<file path="src/rtl/rr_mux_arb.sv">
// N-channel W-bit selector with a single registered output stage.
// Fixed-select or round-robin grant, valid/ready on inputs and output.
//
// Ports:
//   clk, rst_n           clock, async active-low reset
//   in_data  [N*W]       packed channel data, ch i at [i*W +: W]
//   in_valid [N]         per-channel valid
//   in_ready [N]         per-channel grant, onehot0
//   mode                 0 = fixed select, 1 = round-robin
//   sel      [SEL_W]     channel chosen in fixed mode
//   out_data [W]         registered data
//   out_ch   [SEL_W]     source channel of out_data
//   out_valid            output register full
//   out_ready            downstream accepts
module rr_mux_arb #(
  parameter int WIDTH  = 16,
  parameter int NUM_CH = 4,
  parameter int SEL_W  = $clog2(NUM_CH)
) (
  input  logic                    clk,
  input  logic                    rst_n,
  input  logic [NUM_CH*WIDTH-1:0] in_data,
  input  logic [NUM_CH-1:0]       in_valid,
  output logic [NUM_CH-1:0]       in_ready,
  input  logic                    mode,
  input  logic [SEL_W-1:0]        sel,
  output logic [WIDTH-1:0]        out_data,
  output logic [SEL_W-1:0]        out_ch,
  output logic                    out_valid,
  input  logic                    out_ready
);

  logic [WIDTH-1:0] r_data;
  logic [SEL_W-1:0] r_ch;
  logic             r_valid;
  logic [SEL_W-1:0] r_rr_ptr;

  logic             w_load_en;
  logic             w_fix_vld;
  logic [SEL_W-1:0] w_fix_idx;
  logic             w_rr_vld;
  logic [SEL_W-1:0] w_rr_idx;
  logic             w_gnt_vld;
  logic [SEL_W-1:0] w_gnt_idx;
  logic [WIDTH-1:0] w_gnt_data;
  logic             w_xfer;
  logic [SEL_W-1:0] w_ptr_nxt;

  assign w_load_en = !r_valid | out_ready;

  // Only an in-range sel can match a loop index,
  // so sel >= NUM_CH grants nothing.
  always_comb begin
    w_fix_vld = 1'b0;
    w_fix_idx = '0;
    for (int i = 0; i < NUM_CH; i++) begin
      if (sel == SEL_W'(i) && in_valid[i]) begin
        w_fix_vld = 1'b1;
        w_fix_idx = SEL_W'(i);
      end
    end
  end

  // Scan from the farthest offset down so the
  // nearest valid channel after rr_ptr wins.
  always_comb begin
    logic [SEL_W:0] w_sum;
    w_rr_vld = 1'b0;
    w_rr_idx = '0;
    w_sum    = '0;
    for (int k = NUM_CH - 1; k >= 0; k--) begin
      w_sum = {1'b0, r_rr_ptr} + (SEL_W+1)'(k);
      if (w_sum >= (SEL_W+1)'(NUM_CH))
        w_sum = w_sum - (SEL_W+1)'(NUM_CH);
      if (in_valid[w_sum[SEL_W-1:0]]) begin
        w_rr_vld = 1'b1;
        w_rr_idx = w_sum[SEL_W-1:0];
      end
    end
  end

  assign w_gnt_vld = mode ? w_rr_vld : w_fix_vld;
  assign w_gnt_idx = mode ? w_rr_idx : w_fix_idx;
  assign w_xfer    = w_gnt_vld & w_load_en & rst_n;

  always_comb begin
    w_gnt_data = '0;
    for (int i = 0; i < NUM_CH; i++) begin
      if (w_gnt_idx == SEL_W'(i))
        w_gnt_data = in_data[i*WIDTH +: WIDTH];
    end
  end

  always_comb begin
    in_ready = '0;
    for (int i = 0; i < NUM_CH; i++) begin
      if (w_xfer && w_gnt_idx == SEL_W'(i))
        in_ready[i] = 1'b1;
    end
  end

  assign w_ptr_nxt = (w_gnt_idx == SEL_W'(NUM_CH - 1))
                   ? '0 : w_gnt_idx + 1'b1;

  always_ff @(posedge clk or negedge rst_n) begin
    if (!rst_n) begin
      r_data   <= '0;
      r_ch     <= '0;
      r_valid  <= 1'b0;
      r_rr_ptr <= '0;
    end else begin
      if (w_xfer) begin
        r_data  <= w_gnt_data;
        r_ch    <= w_gnt_idx;
        r_valid <= 1'b1;
        if (mode)
          r_rr_ptr <= w_ptr_nxt;
      end else if (out_ready) begin
        r_valid <= 1'b0;
      end
    end
  end

  assign out_data  = r_data;
  assign out_ch    = r_ch;
  assign out_valid = r_valid;

endmodule

</file>
<file path="config.mk">
export PLATFORM = sky130hd
export DESIGN_NAME = rr_mux_arb
export DESIGN_NICKNAME = d
export VERILOG_FILES = /design/src/rtl/rr_mux_arb.sv
export SDC_FILE = /design/constraint.sdc
export NUM_CORES = 1
export LEC_CHECK = 0
export ABC_AREA = 0
export BUFFER_PORTS_ARGS = -buffer_cell sky130_fd_sc_hd__buf_2
export CELL_PAD_IN_SITES_DETAIL_PLACEMENT = 1
export CELL_PAD_IN_SITES_GLOBAL_PLACEMENT = 2
export CORE_UTILIZATION = 26
export CTS_CLUSTER_DIAMETER = 30
export DETAILED_ROUTE_END_ITERATION = 8
export MAX_ROUTING_LAYER = met4
export PLACE_DENSITY = 0.9
export SLEW_MARGIN = 5
export SYNTH_ARGS = -nofsm -noshare
export SYNTH_HDL_FRONTEND = slang
export SYNTH_SLANG_ARGS = --single-unit
export TNS_END_PERCENT = 50
</file>
<file path="constraint.sdc">
create_clock -name clk -period 6.5 [get_ports clk]
set_input_delay 0 -clock clk [delete_from_list [all_inputs] [get_ports clk]]
set_output_delay 0 -clock clk [all_outputs]
set_load 0.02 [all_outputs]
</file>
# --- Yosys cells after proc, flatten, opt, wreduce, memory -nomap -nowiden ---
# Cells that the tools add are included.
totals:
  input_bits: 74
  out_inout_bits: 23
  elab_cells: 82
  register_bits: 21
classes:
  mux: 40
  reduce_logical: 13
  n_bitwise: 3
  eq_ne: 6
  magnitude_cmp: 8
  addsub: 8
ops:
  columns: ["operator", "count"]
  rows:
  - ["16-bit two-way mux", 4]
  - ["2-bit two-way mux", 12]
  - ["1-bit two-way mux", 20]
  - ["2-bit by 3-bit < comparator with 1-bit output, second input constant", 4]
  - ["3-bit >= comparator, second input constant", 3]
  - ["1-bit binary-select mux with 2-bit select", 4]
  - ["2-bit equality test, second input constant", 4]
  - ["1-bit logical AND", 8]
  - ["2-bit by 1-bit subtractor with 2-bit output, second input constant", 4]
  - ["2-bit by 2-bit adder with 3-bit output, second input constant", 2]
  - ["2-bit by 1-bit equality test with 1-bit output, second input constant", 2]
  - ["2-bit logical NOT", 2]
  - ["2-bit by 1-bit adder with 3-bit output, second input constant", 1]
  - ["2-bit by 3-bit >= comparator with 1-bit output, second input constant", 1]
  - ["2-bit by 1-bit adder with 2-bit output, second input constant", 1]
  - ["1-bit bitwise AND", 2]
  - ["2-bit AND reduction", 1]
  - ["2-bit nonzero test", 1]
  - ["1-bit logical NOT", 1]
  - ["1-bit OR", 1]

# --- Longest topological paths before layout ---
# Gate-level depths: netlist of run 1.
logic_depth:
  depth_word: 15
  depth_mapped: 11
  ltp_nobuf: 9

# --- Least setup slack after synthesis of run 1 ---
# No wires, ideal clock.
synth_timing:
  kind: "register to register"
  start: "register r_rr_ptr[1]"
  end: "register r_data[10] (netlist: out_data[10])"
  setup_time_ns: 0.125
  setup_slack_ns: 4.019
  path_stages_with_launch: 11
  synth_period_minus_slack_ns: 2.481
  n_path_buf: 1
  required_ns: 6.375
  t_arrival_ns: 2.356
  cell_sequence: "dfrtp_1 -> mux2i_1 -> o22ai_1 -> o32ai_1 -> inv_1 -> ha_1 -> nor2b_2 -> buf_2 -> a221oi_1 -> o31ai_1 -> mux2_4"
synth_via:
  elab_chain_len: 15
  word_cells_on_any_way: 43
  cone_classes: "add/sub (7); order compare (4); eq/ne (3); mux (26); bitwise (2); reduce/logical (1)"
synth_rtl:
  columns: ["element", "line", "source"]
  rows:
  - ["start: declaration", "36", "logic [SEL_W-1:0] r_rr_ptr;"]
  - ["start signal: assignment", "117", "r_rr_ptr <= w_ptr_nxt;"]
  - ["2-bit by 2-bit adder with 3-bit output", "72", "w_sum = {1'b0, r_rr_ptr} + (SEL_W+1)'(k);"]
  - ["3-bit >= comparator or 2-bit by 1-bit subtractor with 2-bit output (tied branches)", "73, 74", null]
  - ["2-bit two-way mux", "73", "if (w_sum >= (SEL_W+1)'(NUM_CH))"]
  - ["1-bit binary-select mux with 2-bit select", "75", "if (in_valid[w_sum[SEL_W-1:0]]) begin"]
  - ["1-bit two-way mux (not written as such)", "75", null]
  - ["2-bit two-way mux (3 in a row)", "75", null]
  - ["2-bit two-way mux (*)", "75", null]
  - ["2-bit two-way mux (*)", "83", "assign w_gnt_idx = mode ? w_rr_idx : w_fix_idx;"]
  - ["net w_gnt_idx[0]", "44", "logic [SEL_W-1:0] w_gnt_idx;"]
  - ["2-bit logical NOT", "89", "if (w_gnt_idx == SEL_W'(i))"]
  - ["16-bit two-way mux (3 in a row)", "89", null]
  - ["16-bit two-way mux (*)", "89", null]
  - ["end signal: assignment", "113", "r_data <= w_gnt_data;"]
  - ["end: declaration", "33", "logic [WIDTH-1:0] r_data;"]
# Mark *: on every way through the listed nets, which the timed path passes. The rest lies on a longest branch. The select of a mux whose other input is x is not followed.
# A chain may end at the register's enable or synchronous reset.

# --- Worst setup path in the final report of run 1 ---
# Same ends and word-level chain as after synthesis.

==> Flow_metrics.wiki, run 1 <==
{| class="wikitable"
! Metric !! Value
|-
| Cell class contributing the biggest share of worst-path delay || compound AO/OA/AOI/OAI gates
|-
| Flop-to-flop setup slack || 3.21 ns
|-
| Fraction of layout instances using a drive strength above 1 || 52.0%
|-
| Top post-synthesis cells by area || dfrtp_1, mux2_4, a221oi_1
|-
| Termination of the worst setup path || out_data[10]
|-
| Area occupied by multi-input gates || 987 um^2
|-
| Area growth from synthesis to final layout || 33.4%
|-
| Compound-Gate Fraction of Synth Area || 23.7%
|-
| Sequential area share after synthesis || 32.3%
|-
| Wirelength per Cell || 15.7 um
|-
| Synthesized area divided by synthesized cell count || 10.1 um^2
|-
| Max Slew Vio Count || 0
|-
| Number of buffers inserted during clock tree synthesis || 3
|-
| Share of the clock period used by the worst path after layout || 50.7%
|-
| End-of-flow core utilization || 36.2%
|-
| Required time at the endpoint of the critical path || 6.64 ns
|-
| Vias in the first global route || 1,657
|-
| Starting utilization of the core area || 27.1%
|-
| Share of the synthesized area in the top cell type || 32.3%
|-
| Critical Path Start || r_rr_ptr[1]
|-
| Terminus of the critical flop-to-flop path || out_data[10]
|-
| Max IR drop VDD || 0.124 mV
|-
| Run status || finished, final reports clean
|-
| Worst reg2reg path depth || 8
|-
| Worst hold path type || primary input to flop
|-
| Count of buffering cells on the critical path with inverters included || 0
|-
| Count of antenna diodes in the layout || 0
|-
| Sum of routed wire length over all layers || 5110 um
|-
| Commonest register cell after synthesis || dfrtp_1
|-
| Number of distinct standard cells referenced by the synthesized netlist || 34
|-
| Post-detailed-route DRC marker count || 0
|-
| Post-Layout Inst Area || 2170 um^2
|-
| Critical register-to-register path startpoint || r_rr_ptr[1]
|-
| Mux contribution to synthesized area || 18.5%
|-
| I/O pin total || 97
|-
| Post-Synth Simple-Gate Area || 15.5%
|-
| Post-synthesis adder-cell area fraction || 3.08%
|-
| Pin count of the biggest net entering global routing || 34
|-
| Synthesized instance count || 161
|-
| RSZ-0062 raised after global routing || false
|-
| Capturing element type of the critical path || flop
|-
| Area leader, netlist || dfrtp_1
|-
| Initial antenna violation count || 0
|-
| Critical Path, Cell by Cell || mux2i_1 -> o22ai_1 -> o32ai_1 -> ha_1 -> nor2b_2 -> a221oi_1 -> o31ai_1 -> mux2_4
|-
| Largest fanout on the critical path || 19
|-
| Crit path DAT || 3.43 ns
|-
| Post-route minimum period || 3.29 ns
|-
| Cell Pwr Density || 327 nW/um^2
|-
| # resized after CTS || 0
|-
| DIE WIDTH || 81.1 um
|-
| Detailed-route via count || 1,604
|-
| Total track usage || 16.2%
|-
| Register area || 526 um^2
|-
| Die H || 81.1 um
|-
| Maximum clock rate || 304 MHz
|-
| Total of flip-flops plus latches after synthesis || 21
|-
| Number of iterations in the first detailed-routing pass || 4
|-
| Total core area || 5990 um^2
|-
| Slowest cell on crit path || ha_1
|-
| Sink Count || 21
|-
| Post-CTS Setup Inserts || 0
|-
| Net count of the finished layout || 329
|-
| Share of the synthesized netlist area taken by xor and xnor gates || 0%
|-
| Proportion of synthesized flip-flops having asynchronous set or reset || 100%
|-
| Detailed Place HPWL || 3920 um
|-
| Total standard cell area after synthesis || 1630 um^2
|-
| Largest stage delay on the critical path || 0.76 ns
|-
| Startpoint type of the worst setup path || flop
|-
| Placer Congestion || 0.760
|-
| Mean number of vias per cell || 4.94
|-
| Placed instance area || 2110 um^2
|-
| Number of H-tree levels || 1
|-
| Post-Syn Nets || 239
|-
| Max-cap check violation count || 0
|-
| Cell leakage power || 1.09 nW
|-
| Insertion delay to the later sink of the worst-skew pair || 0.26 ns
|-
| Die Area || 6570 um^2
|-
| IO Port Bufs || 96
|-
| Root buf cell || clkbuf_8
|-
| Clock transition time at the flip-flop clock pins of the worst setup and hold paths || 0.08 ns
|-
| Total of warnings raised by yosys || 0
|-
| Slew at the pin with the worst max-slew slack || 1.15 ns
|-
| Cell depth of the worst setup path || 8
|-
| Wire length of the first global-routing pass || 7890 um
|-
| Combinational family with the most area after synthesis || compound AO/OA/AOI/OAI gates
|-
| Layout fillers || 743
|-
| Initial DRC Count || 44
|-
| Number of synthesized flops with an enable pin || 0
|-
| Number of endpoints with negative hold slack in the final report || 0
|-
| Worst slew margin || 23.6%
|-
| Number of setup violations in the final report || 0
|-
| Maximum clock skew at final layout || 0.00650 ns
|-
| Total congestion overflow after global routing || 0
|-
| CTS tree || done
|-
| Buffer depth of the longest clock path || 2
|-
| Kind of critical path || flop to flop
|-
| Source of the worst hold timing path || out_ready
|-
| Row count || 28
|-
| Antenna violation net count after detailed routing || 0
|-
| Aggregate negative setup slack || 0 ns
|}
layout by cell type (no fill, tap or decap):
| cell | Yosys | layout |
|---|---|---|
| a221oi_1 | 15 | 15 |
| nor4_2 | 1 | 1 |
| ha_1 | 4 | 4 |
| a221oi_2 | 1 | 1 |
| mux2_2 | 8 | 8 |
| a31oi_1 | 1 | 1 |
| a21o_1 | 2 | 2 |
| mux2i_1 | 6 | 6 |
| nor2_1 | 1 | 1 |
| o31ai_1 | 15 | 15 |
| nand2_1 | 20 | 20 |
| inv_1 | 7 | 7 |
| a22o_1 | 1 | 1 |
| buf_2 | 3 | 96 |
| dlygate4sd3_1 | 0 | 1 |
| o32ai_1 | 1 | 1 |
| o2bb2ai_1 | 1 | 1 |
| and2_1 | 4 | 4 |
| a31o_2 | 1 | 1 |
| o22a_1 | 1 | 1 |
| nand2b_1 | 2 | 2 |
| o21ai_0 | 4 | 4 |
| dfrtp_1 | 21 | 21 |
| o21a_4 | 1 | 1 |
| mux2_4 | 10 | 10 |
| nor2b_2 | 1 | 1 |
| o22ai_1 | 1 | 1 |
| clkbuf_8 | 1 | 3 |
| clkbuf_1 | 5 | 1 |
| and2b_2 | 8 | 8 |
| a21oi_1 | 4 | 4 |
| nor2b_1 | 7 | 7 |
cell type report:
type	count	share of cell area (%)
multi-input cells	121	45.5
flip-flops and latches	21	24.2
clock buffers	4	2.08
inverters	7	1.21
repair buffers	97	22.6
well taps	75	4.33
layer usage:
metal  wire (um)  share of wire (%)  vias up  track usage, %
met5           0                  0        -               -
met4          26               0.51        0            3.75
met3         293                5.7        2            1.80
met2        2580                 50       57            28.7
met1        2210                 43      771            19.4
li1            -                  -      774               -
sequential cells by signal, summed over array words and instances (netlist names):
signal / count
out_valid: 1
out_data: 16
out_ch: 2
r_rr_ptr: 2
repair_timing:
item / in CTS / in global routing
hold endpoints to repair: 21 / 0
hold buffers: 1 / 0
endpoints found under the setup margin: 0 / 0
kinds of logic after synthesis:
logic type	Yosys count
AND/OR/NAND/NOR	44
adder cells (fa/ha/maj)	4
buffers and inverters	19
AO/OA/AOI/OAI	49
flip-flops	21
multiplexers	24
cells in the mapped netlist (2+ instances only):
cell type  instances
ha_1               4
and2b_2            8
mux2_2             8
mux2_4            10
nand2_1           20
and2_1             4
dfrtp_1           21
o21ai_0            4
mux2i_1            6
nand2b_1           2
inv_1              7
a21o_1             2
a221oi_1          15
nor2b_1            7
a21oi_1            4
o31ai_1           15
buf_2              3
clkbuf_1           5
power by group:
part | switching (W) | internal [W]
clock | 0.0000424 | 0.0000436
sequential | 0.0000371 | 0.000189
combinational | 0.000213 | 0.000183
total | 0.000293 | 0.000416
worst min-delay path, cell delays in order:
cell and delay (ns):
buf_2 0.09, inv_1 0.08, a21o_1 0.11
through the flow:
stage | hold WS [ns] | std cells | setup slack (ns) | power, W
floorplan | -0.296 | 161 | 4.02 | 0.000501
global placement | 0.00880 | 320 | 3.40 | 0.000613
detailed placement | 0.0175 | 320 | 3.23 | 0.000629
CTS | 0.0497 | 325 | 3.20 | 0.000721
global route | 0.0724 | 325 | 2.95 | 0.000765
finish | 0.0547 | 325 | 3.21 | 0.000709
worst min-delay path by stage:
stage | end | cells after the start
5_1_grt | out_valid | 3
2_1_floorplan | out_ch[0] | 0
4_1_cts | out_valid | 3
3_3_place_gp | out_data[11] | 1
3_5_place_dp | out_data[11] | 1
6_report | out_valid | 3
No activity file was read; power rests on OpenSTA's default activity.
==> run 2: changes to the inputs <==
--- a/config.mk
+++ b/config.mk
@@ -9,11 +9,11 @@
 export BUFFER_PORTS_ARGS = -buffer_cell sky130_fd_sc_hd__buf_2
 export CELL_PAD_IN_SITES_DETAIL_PLACEMENT = 1
 export CELL_PAD_IN_SITES_GLOBAL_PLACEMENT = 2
-export CORE_UTILIZATION = 26
+export CORE_UTILIZATION = 22
 export CTS_CLUSTER_DIAMETER = 30
 export DETAILED_ROUTE_END_ITERATION = 8
 export MAX_ROUTING_LAYER = met4
-export PLACE_DENSITY = 0.9
+export PLACE_DENSITY = 0.82
 export SLEW_MARGIN = 5
 export SYNTH_ARGS = -nofsm -noshare
 export SYNTH_HDL_FRONTEND = slang
==> constraint.sdc (replaced) <==
create_clock -name clk -period 2.9 [get_ports clk]
set_input_delay 0 -clock clk [delete_from_list [all_inputs] [get_ports clk]]
set_output_delay 0 -clock clk [all_outputs]
set_load 0.02 [all_outputs]
==> run 2 against run 1 <==
Register-to-register slack got worse by 2.8 ns. Sequential cell count is the same. Critical path depth grew 1. Non-clock buffer count increased by 7. Global-route usage decreased by 1.4 points. Wire length is 3.6% higher. Sequential power up 120%. Total power grew 130%.
==> Flow_metrics.wiki, run 2 (synthesis results as in run 1) <==
{| class="wikitable"
! Metric !! Value
|-
| Root buf cell || clkbuf_8
|-
| Capturing element type of the critical path || flop
|-
| Initial antenna violation count || 0
|-
| Flop-to-flop setup slack || 0.38 ns
|-
| RSZ-0062 raised after global routing || false
|-
| Antenna violation net count after detailed routing || 0
|-
| Largest fanout on the critical path || 18
|-
| Wirelength per Cell || 15.0 um
|-
| Sink Count || 21
|-
| Count of buffering cells on the critical path with inverters included || 2
|-
| Slowest cell on crit path || dfrtp_1
|-
| Number of endpoints with negative hold slack in the final report || 0
|-
| Die H || 88.0 um
|-
| CTS tree || done
|-
| Slew at the pin with the worst max-slew slack || 0.423 ns
|-
| Aggregate negative setup slack || 0 ns
|-
| Wire length of the first global-routing pass || 8530 um
|-
| Terminus of the critical flop-to-flop path || out_data[14]
|-
| Critical Path, Cell by Cell || mux2i_1 -> o22ai_1 -> o32ai_1 -> buf_4 -> ha_1 -> buf_4 -> o21ai_0 -> a22o_1 -> mux2_2
|-
| Placed instance area || 2190 um^2
|-
| Total core area || 6980 um^2
|-
| Crit path DAT || 2.67 ns
|-
| Starting utilization of the core area || 23.3%
|-
| Worst hold path type || primary input to flop
|-
| Max IR drop VDD || 0.203 mV
|-
| Post-route minimum period || 2.52 ns
|-
| Area growth from synthesis to final layout || 38.6%
|-
| Net count of the finished layout || 336
|-
| Share of the clock period used by the worst path after layout || 86.8%
|-
| Detailed Place HPWL || 4110 um
|-
| Mean number of vias per cell || 4.69
|-
| Post-detailed-route DRC marker count || 0
|-
| DIE WIDTH || 88.0 um
|-
| Worst reg2reg path depth || 9
|-
| Cell leakage power || 1.13 nW
|-
| CP most frequent cell || buf_4
|-
| Register area || 526 um^2
|-
| Insertion delay to the later sink of the worst-skew pair || 0.26 ns
|-
| I/O pin total || 97
|-
| Die Area || 7740 um^2
|-
| Pin count of the biggest net entering global routing || 25
|-
| Maximum clock rate || 397 MHz
|-
| Most common library cell in the layout ignoring fill and taps || buf_2
|-
| Vias in the first global route || 1,768
|-
| Count of antenna diodes in the layout || 0
|-
| Placed Instances || 348
|-
| Row count || 30
|-
| Initial DRC Count || 41
|-
| Cell Pwr Density || 717 nW/um^2
|-
| Max Slew Vio Count || 0
|-
| Total congestion overflow after global routing || 0
|-
| Number of buffers inserted during clock tree synthesis || 3
|-
| Maximum clock skew at final layout || 0.00347 ns
|-
| Number of iterations in the first detailed-routing pass || 4
|-
| Kind of critical path || flop to flop
|-
| Clock transition time at the flip-flop clock pins of the worst setup and hold paths || 0.08 ns
|-
| Worst slew margin || 71.7%
|-
| Post-Layout Inst Area || 2250 um^2
|-
| Cell class contributing the biggest share of worst-path delay || compound AO/OA/AOI/OAI gates
|-
| IO Port Bufs || 96
|-
| Startpoint type of the worst setup path || flop
|-
| Worst Hold End || out_valid
|-
| Number of setup violations in the final report || 0
|-
| Max-cap check violation count || 0
|-
| Total track usage || 14.8%
|-
| Buffer depth of the longest clock path || 2
|-
| Largest stage delay on the critical path || 0.42 ns
|-
| Source of the worst hold timing path || out_ready
|-
| Number of H-tree levels || 1
|-
| Final hold slack || 0.0529 ns
|-
| Placer Congestion || 0.780
|-
| Detailed-route via count || 1,656
|-
| Run status || finished, final reports clean
|-
| Required time at the endpoint of the critical path || 3.05 ns
|-
| Hold path cells || 3
|-
| Filler-free cell count of the finished design || 353
|-
| Highest-count cells in the layout ignoring fill and taps || buf_2, dfrtp_1, nand2_1, a221oi_1, o31ai_1
|-
| Critical register-to-register path startpoint || r_rr_ptr[1]
|-
| Sum of routed wire length over all layers || 5290 um
|-
| Layout fillers || 864
|-
| Fraction of layout instances using a drive strength above 1 || 53.3%
|-
| Area occupied by multi-input gates || 992 um^2
|-
| Max reg flops || 16
|}
## run 2: area by class of cell
type	instances	area share, %
Multi-Input combinational cell	121	44.1
Inverter	7	1.17
Timing Repair Buffer	104	24.1
Clock buffer	4	2.00
Sequential cell	21	23.3
Tap cell	96	5.33
## run 2: how the worst max path moves through the flow
stage                      from      endpoint  cells past startpoint
floorplan           r_rr_ptr[1]  out_data[10]                     10
global placement    r_rr_ptr[1]  out_data[15]                      9
detailed placement  r_rr_ptr[1]  out_data[15]                      9
CTS                 r_rr_ptr[1]  out_data[15]                      9
global route        r_rr_ptr[1]  out_data[14]                      9
finish              r_rr_ptr[1]  out_data[14]                      9
## run 2: power by group
group          internal (W)  switching, W
clock             0.0000980      0.000104
combinational      0.000430      0.000478
sequential         0.000424     0.0000802
total              0.000952      0.000662
## run 2: routing by layer
layer | up-vias | global-route usage [%] | part of all wire, %
met1 | 799 | 18.3 | 45
met2 | 62 | 25.4 | 49
li1 | 788 | - | -
met5 | - | - | 0
met3 | 7 | 1.41 | 5.0
met4 | 0 | 4.47 | 1.1
## run 2: worst register-to-register path, delay by kind of cell (launching register included)
kind	cells	cell delay, ns
multiplexers	2	0.48
buffers and inverters	2	0.45
adder cells (fa/ha/maj)	1	0.21
AO/OA/AOI/OAI	4	0.84
flip-flops	1	0.42
## run 2: stage by stage
step	util (%)	worst slack, ns	total power [W]
after detailed placement	31.4	0.253	0.00142
final	32.3	0.384	0.00161
after CTS	32.2	0.215	0.00164
after global placement	31.4	0.336	0.00140
after floorplan	-	0.419	0.00112
after global routing	32.3	0.228	0.00175
## run 2: what timing repair did
action / 4_1_cts / 5_1_grt
resized for setup: 0 / 1
hold endpoints to repair: 21 / 0
endpoints found under the setup margin: 0 / 1
setup buffers: 0 / 0
hold buffers: 1 / 0
